===== src/rtl/multi_tick_gen.sv =====
// Multi-channel programmable tick generator: per-channel divisor, enable,
// one-cycle tick pulse and 50%-duty toggle, with runtime config and global sync.
module multi_tick_gen #(
    parameter int unsigned CLK_FREQ = 50_000_000,
    parameter int unsigned NUM_CH   = 4,
    parameter int unsigned CNT_W    = $clog2(CLK_FREQ) + 1,
    localparam int unsigned CH_W    = (NUM_CH > 1) ? $clog2(NUM_CH) : 1
) (
    input  logic              clk,
    input  logic              rst,
    input  logic              cfg_we,
    input  logic [CH_W-1:0]   cfg_ch,
    input  logic [CNT_W-1:0]  cfg_div,
    input  logic              cfg_en,
    input  logic              sync,
    output logic [NUM_CH-1:0] tick,
    output logic [NUM_CH-1:0] toggle,
    output logic              cfg_err
);

    localparam logic [CNT_W-1:0] ONE     = CNT_W'(1);
    localparam logic [CNT_W-1:0] DIV_RST = CNT_W'(CLK_FREQ);

    logic [CNT_W-1:0]  div_q [NUM_CH];
    logic [CNT_W-1:0]  cnt_q [NUM_CH];
    logic [NUM_CH-1:0] en_q;
    logic              wr_ok;
    logic              bad_wr;

    always_comb begin
        wr_ok  = cfg_we && (cfg_div != '0) && (32'(cfg_ch) < NUM_CH);
        bad_wr = cfg_we && !wr_ok;
    end

    always_ff @(posedge clk) begin
        if (rst) begin
            cfg_err <= 1'b0;
            for (int unsigned i = 0; i < NUM_CH; i++) begin
                div_q[i]  <= DIV_RST;
                en_q[i]   <= 1'b1;
                cnt_q[i]  <= '0;
                tick[i]   <= 1'b0;
                toggle[i] <= 1'b0;
            end
        end else begin
            cfg_err <= bad_wr;
            for (int unsigned i = 0; i < NUM_CH; i++) begin
                if (wr_ok && (32'(cfg_ch) == i)) begin
                    // toggle phase is kept across reconfiguration
                    div_q[i] <= cfg_div;
                    en_q[i]  <= cfg_en;
                    cnt_q[i] <= '0;
                    tick[i]  <= 1'b0;
                end else if (sync) begin
                    cnt_q[i] <= '0;
                    tick[i]  <= 1'b0;
                end else if (!en_q[i]) begin
                    tick[i]  <= 1'b0;
                end else if (cnt_q[i] == div_q[i] - ONE) begin
                    cnt_q[i]  <= '0;
                    tick[i]   <= 1'b1;
                    toggle[i] <= ~toggle[i];
                end else begin
                    cnt_q[i] <= cnt_q[i] + ONE;
                    tick[i]  <= 1'b0;
                end
            end
        end
    end

endmodule


===== config.mk =====
export PLATFORM = sky130hd
export DESIGN_NAME = multi_tick_gen
export DESIGN_NICKNAME = d
export VERILOG_FILES = /design/src/rtl/multi_tick_gen.sv
export SDC_FILE = /design/constraint.sdc
export NUM_CORES = 1
export LEC_CHECK = 0
export BUFFER_PORTS_ARGS = -buffer_cell sky130_fd_sc_hd__buf_2
export CAP_MARGIN = 20
export CORE_MARGIN = 2
export CORE_UTILIZATION = 64
export CTS_CLUSTER_SIZE = 40
export DETAILED_ROUTE_END_ITERATION = 8
export PLACE_DENSITY = 0.82
export SLEW_MARGIN = 25
export SYNTH_ARGS = -nofsm -noshare
export SYNTH_HDL_FRONTEND = slang
export SYNTH_SLANG_ARGS = --single-unit

===== constraint.sdc =====
create_clock -name clk -period 4.41 [get_ports clk]
set_input_delay 0.441 -clock clk [delete_from_list [all_inputs] [get_ports clk]]
set_output_delay 0.441 -clock clk [all_outputs]
set_load 0.005 [all_outputs]

==> impl_metrics.py, run 1 <==
metrics = {
    "outcome": {
        "status": "finished clean",
    },
    "synth": {
        "synth-edff-count": 216,
        "synth_top_area_cell": "edfxtp_1",
        "synth.top_cells.by_area": "edfxtp_1 45%, xnor2_1 8.0%, xor2_1 5.9%, nor2_1 5.3%, and2_1 2.8%",
        "synth_warnings": 0,
        "syn_inst": 1465,
        "ys_seq_elements": 229,
        "ys_seq_area_frac": 0.466,
        "synth_top_area_frac": 0.448,
        "yosys_most_used_dff": "edfxtp_1",
        "async_flop_share": 0,
        "synth.distinct_cells": 76,
        "syn_area_um2": 14500,
        "post_synth.cell_area_avg_um2": 9.88,
        "synth_fp_nets": 1507,
    },
    "floorplan": {
        "die_h_um": 154,
        "rows": 55,
        "start_util": 0.645,
        "io_pins": 43,
        "die_w_um": 154,
        "die-area_um2": 23800,
        "core_um2": 22400,
    },
    "critical_path": {
        "crit_arrival_ns": 4.28,
        "path_class": "reg2reg",
        "rr_worst_depth": 10,
        "start_kind": "flip-flop",
        "path_max_fanout": 26,
        "cp.required_ns": 4.65,
        "end_kind": "flip-flop",
    },
    "routing": {
        "drc": 0,
        "drtAntennaViolNets": 0,
        "wl_per_cell_um": 19.1,
        "viasPerCell": 6.25,
        "drt_iter0_drc": 984,
        "drt-pass1-iter-count": 5,
        "dr_total_vias": 11200,
        "wl_mm": 34.3,
    },
    "timing": {
        "fin_ws_ns": 0.372,
        "whs_ns": 0.237,
        "worstMarginPinSlew_ns": 0.967,
        "min_period_ns": 4.04,
        "finalClockSkew_ns": 0.00925,
        "setup_viol": 0,
        "max_freq_mhz": 248,
        "rsz0062_at_grt": "false",
        "slew_violations": 0,
        "min_period_over_period": 0.916,
        "relSlewSlack": 0.351,
        "setup_tns_ns": 0,
        "hold_viol": 0,
    },
    "power": {
        "powerDensity_nw_per_um2": 335,
        "vdd_ir_drop_max_mv": 0.368,
        "p_leak_nw": 5.21,
        "total_power_mw": 5.27,
    },
    "final_layout": {
        "final_cell_mix": "216 x edfxtp_1, 204 x nor2_1, 132 x xnor2_1, 98 x xor2_1, 79 x nand2_1",
        "seqCellArea_um2": 6750,
        "final_layout_size_suffix_gt1_frac": 0.0887,
        "final_area_um2": 15700,
        "nFillCells": 1704,
        "fin_nets": 1534,
        "final_util": 0.702,
        "layout.cells.non_filler": 1795,
        "multi_input_area_um2": 7360,
        "diodes": 0,
        "final_common_cell": "edfxtp_1",
        "syn_to_final_growth_pct": 8.75,
    },
    "clocking": {
        "cts-buffers-inserted": 25,
        "cts_sinks": 229,
        "clock_path_buffers": 3,
        "cts_root_buffer": "clkbuf_16",
        "cts_tree": "yes",
        "clk_latency_ns": 0.52,
        "cts_setup_buffers": 0,
        "clk_pin_slew_ns": 0.06,
        "cts_resized": 0,
        "hold_buffers": 0,
        "htree_num_levels": 1,
    },
    "global_route": {
        "grt_max_degree": 38,
        "grt_overflow_total": 0,
        "antenna_found_initial": 0,
        "grt_pass1_vias": 10900,
        "track_usage": 0.289,
        "grt_pass1_wl_mm": 55.5,
    },
    "place": {
        "io_buffers": 42,
        "gp_congestion": 0.972,
        "place_area_um2": 14900,
        "dp_slack_ns": 0.409,
        "placed_cells_incl_taps": 1750,
        "dp_hpwl_mm": 25.1,
    },
    "hold_path": {
        "worstHoldPathCells": 3,
        "min_path_type": "in2reg",
    },
    "flow_run": {
        "cap_violations": 0,
    },
}
[flip-flops by register name, summed over array words and instances, names as in the netlist]
register,flops
cnt_q,108
tick,4
en_q,4
toggle,4
cfg_err,1
div_q,108
[synthesized netlist by cell type (7+ instances only)]
master	n
nand2_1	79
nor3_1	61
nand4b_1	9
a21oi_1	15
and2_1	65
nand3_1	60
clkbuf_1	43
or3_1	48
nor2b_1	12
nand3b_1	13
nor3b_1	11
nand2b_1	35
nor4b_1	8
o21ai_0	15
and3_1	28
nand4_1	32
or4_1	25
o22ai_1	7
mux2i_1	7
edfxtp_1	216
dfxtp_1	13
or2_2	13
ha_1	8
nor2_1	204
inv_1	33
nor4_1	48
xnor2_1	132
o31ai_1	7
xor2_1	98
[power by group]
| group | total [mW] | internal (mW) | switching (mW) |
|---|---|---|---|
| logic | 0.498 | 0.203 | 0.295 |
| registers | 2.63 | 2.48 | 0.150 |
| clock network | 2.14 | 1.30 | 0.840 |
[cells by family (layout without fill, tap and decap cells)]
logic type,after synthesis,count (layout),share of synthesized area
compound gates,114,114,0.0589
xor+xnor,230,230,0.139
fa+ha+maj,8,8,0.00691
buf+inv,89,134,0.0265
flops,229,229,0.466
mux,12,12,0.00873
simple gates,783,783,0.294
[worst paths after layout]
kind	end	slack (ns)	from
setup / recovery	cnt_q[1][22]	0.37	div_q[1][0]
hold / removal	cfg_err	0.24	cfg_we
setup reg to reg	cnt_q[1][22]	0.37	div_q[1][0]
hold reg to reg	toggle[3]	0.48	toggle[3]
[cell type report]
type | instances | share of cell area
Multi-Input combinational cell | 1147 | 0.467
Sequential cell | 229 | 0.429
Clock buffer | 30 | 0.0422
Tap cell | 285 | 0.0227
Timing Repair Buffer | 56 | 0.0200
Clock inverter | 15 | 0.0112
Inverter | 33 | 0.00787
[critical path, cell delays in order, from the launching register on]
cell,delay [ns]
edfxtp_1,0.46
inv_1,0.09
ha_1,0.19
or4b_1,0.64
or4_4,0.49
a2111oi_0,0.49
o22ai_1,0.14
a2111o_1,0.31
or2_4,0.27
o21ai_4,0.55
nor2_1,0.13
[layer usage]
metal | vias up | global-route usage | wire, um | part of all wire
met5 | - | 0 | 0 | 0
met4 | 0 | 0.0789 | 844 | 0.025
met3 | 67 | 0.0457 | 2550 | 0.074
met2 | 371 | 0.485 | 16400 | 0.48
met1 | 5382 | 0.396 | 14600 | 0.42
li1 | 5402 | - | - | -
Note: power is estimated with default switching activity, not from simulation.
==> run 2: changes to the inputs <==
CORE_UTILIZATION = 57   (was 64)
PLACE_DENSITY = 0.77   (was 0.82)
clock period = 3.65 ns   (was 4.41 ns; I/O delays follow)
==> run 2 against run 1 <==
Fmax increased by 16%. Global-route usage decreased by 2.3 points. Count of clock-buffer cells in the layout increased by 5. Cell area increased by 2.8%. Die area increased by 12%. Final cell count increased by 4.4%. First-iteration DRC count decreased by 5.3%. Wire length increased by 3.4%. Worst hold slack got worse by 0.11 ns. Combinational power increased by 29%. Core utilization decreased by 5.6 points.
==> impl_metrics.py, run 2 (synthesis gave the netlist of run 1 again) <==
metrics = {
    "floorplan": {
        "die-area_um2": 26700,
        "start_util": 0.578,
        "core_um2": 25000,
        "io_pins": 43,
        "die_h_um": 163,
        "die_w_um": 163,
        "rows": 58,
    },
    "critical_path": {
        "cp_slowest_cell": "or4b_1",
        "path_class": "reg2reg",
        "crit_chain": "inv_1 > ha_1 > or4b_1 > or4_4 > a2111oi_2 > o22ai_1 > a2111o_1 > or2_4 > or2_1 > and3_1",
        "crit_arrival_ns": 3.77,
        "cp.required_ns": 3.94,
        "path_buf_inv": 1,
        "crit_family": "simple AND/OR/NAND/NOR gates",
        "path_max_fanout": 5,
        "start_kind": "flip-flop",
        "end_kind": "flip-flop",
        "critical-path-max-stage-delay_ns": 0.49,
    },
    "global_route": {
        "grt_overflow_total": 0,
        "grt_pass1_vias": 10800,
        "track_usage": 0.267,
        "grt_pass1_wl_mm": 56.1,
        "grt.met1_usage": 0.363,
        "antenna_found_initial": 1,
        "grt.busiest_layer": "met2",
        "grt_use_met3": 0.0538,
        "globalRouteMet2Util": 0.430,
        "grt_max_degree": 33,
    },
    "final_layout": {
        "final_cell_mix": "216 x edfxtp_1, 204 x nor2_1, 132 x xnor2_1, 98 x xor2_1, 79 x nand2_1",
        "fin_nets": 1564,
        "final_common_cell": "edfxtp_1",
        "final_layout_size_suffix_gt1_frac": 0.110,
        "syn_to_final_growth_pct": 11.8,
        "final_util": 0.646,
        "final_area_um2": 16200,
        "multi_input_area_um2": 7380,
        "nFillCells": 2011,
        "layout.cells.non_filler": 1874,
        "seqCellArea_um2": 6750,
        "biggestRegsByFlops": "cnt_q (108), div_q (108)",
    },
    "place": {
        "place_area_um2": 15200,
        "io_buffers": 42,
        "gp_congestion": 0.962,
        "dp_slack_ns": 0.135,
        "placed_cells_incl_taps": 1824,
        "dp_hpwl_mm": 25.8,
    },
    "power": {
        "powerDensity_nw_per_um2": 409,
        "total_power_mw": 6.61,
        "p_leak_nw": 5.40,
        "vdd_ir_drop_max_mv": 0.381,
    },
    "routing": {
        "drtAntennaViolNets": 0,
        "drt-pass1-iter-count": 6,
        "wl_per_cell_um": 19.0,
        "drc": 0,
        "viasPerCell": 6.06,
        "dr_total_vias": 11400,
        "wl_mm": 35.5,
        "drt_iter0_drc": 932,
    },
    "timing": {
        "relSlewSlack": 0.512,
        "whs_ns": 0.131,
        "finalClockSkew_ns": 0.00886,
        "fin_ws_ns": 0.177,
        "min_period_over_period": 0.951,
        "min_period_ns": 3.47,
        "max_freq_mhz": 288,
        "setup_viol": 0,
        "slew_violations": 0,
        "hold_viol": 0,
        "setup_tns_ns": 0,
        "worstMarginPinSlew_ns": 0.730,
        "rsz0062_at_grt": "false",
    },
    "clocking": {
        "cts_tree": "yes",
        "clk_latency_ns": 0.53,
        "clk_pin_slew_ns": 0.06,
        "clock_path_buffers": 3,
        "cts-buffers-inserted": 25,
        "htree_num_levels": 1,
        "cts_sinks": 229,
        "cts_root_buffer": "clkbuf_16",
    },
    "outcome": {
        "status": "finished clean",
    },
    "hold_path": {
        "min_path_type": "in2reg",
    },
    "flow_run": {
        "cap_violations": 0,
    },
}
run 2: changes by cell type in the layout (fill, tap and decap cells not counted), moves of 3 or more:
cell | previous run | this run
clkbuf_8 | 2 | 6
buf_4 | 14 | 40
buf_12 | 0 | 4
diode_2 | 0 | 3
clkinv_2 | 8 | 3
run 2: metal layers:
layer | up-vias | routed length [um] | part of all wire
li1 | 5459 | - | -
met1 | 5363 | 15300 | 0.43
met2 | 450 | 16500 | 0.47
met3 | 90 | 2700 | 0.076
met4 | 0 | 1000 | 0.028
met5 | - | 0 | 0
run 2: what timing repair did:
item	in CTS	in global routing
setup endpoints to repair	0	84
resized for setup	0	7
endpoints found under the hold margin	0	0
hold buffers	0	0
buffers inserted	0	1
run 2: final timing paths:
check                    from  cells past startpoint           to  slack [ns]
hold / removal         cfg_we                      3      cfg_err        0.13
setup reg to reg  div_q[1][0]                     10  cnt_q[1][1]        0.18
hold reg to reg       en_q[0]                      2      en_q[0]        0.50
setup / recovery  div_q[1][0]                     10  cnt_q[1][1]        0.18
run 2: where the power goes:
part	total (mW)	switching [mW]	internal, mW
Combinational	0.644	0.373	0.271
Sequential	3.18	0.180	3.00
Clock	2.79	1.06	1.74
run 2: area by class of cell:
class | instances | share of cell area
Clock buffer | 35 | 0.0447
Inverter | 33 | 0.00766
Timing Repair Buffer | 86 | 0.0365
Multi-Input combinational cell | 1147 | 0.456
Tap cell | 330 | 0.0255
Clock inverter | 11 | 0.0118
Antenna cell | 3 | 0.000464
Sequential cell | 229 | 0.417
run 2: worst min-delay path, cell delays in order:
cell and delay [ns]:
buf_2 0.12, inv_1 0.05, nor4_1 0.07
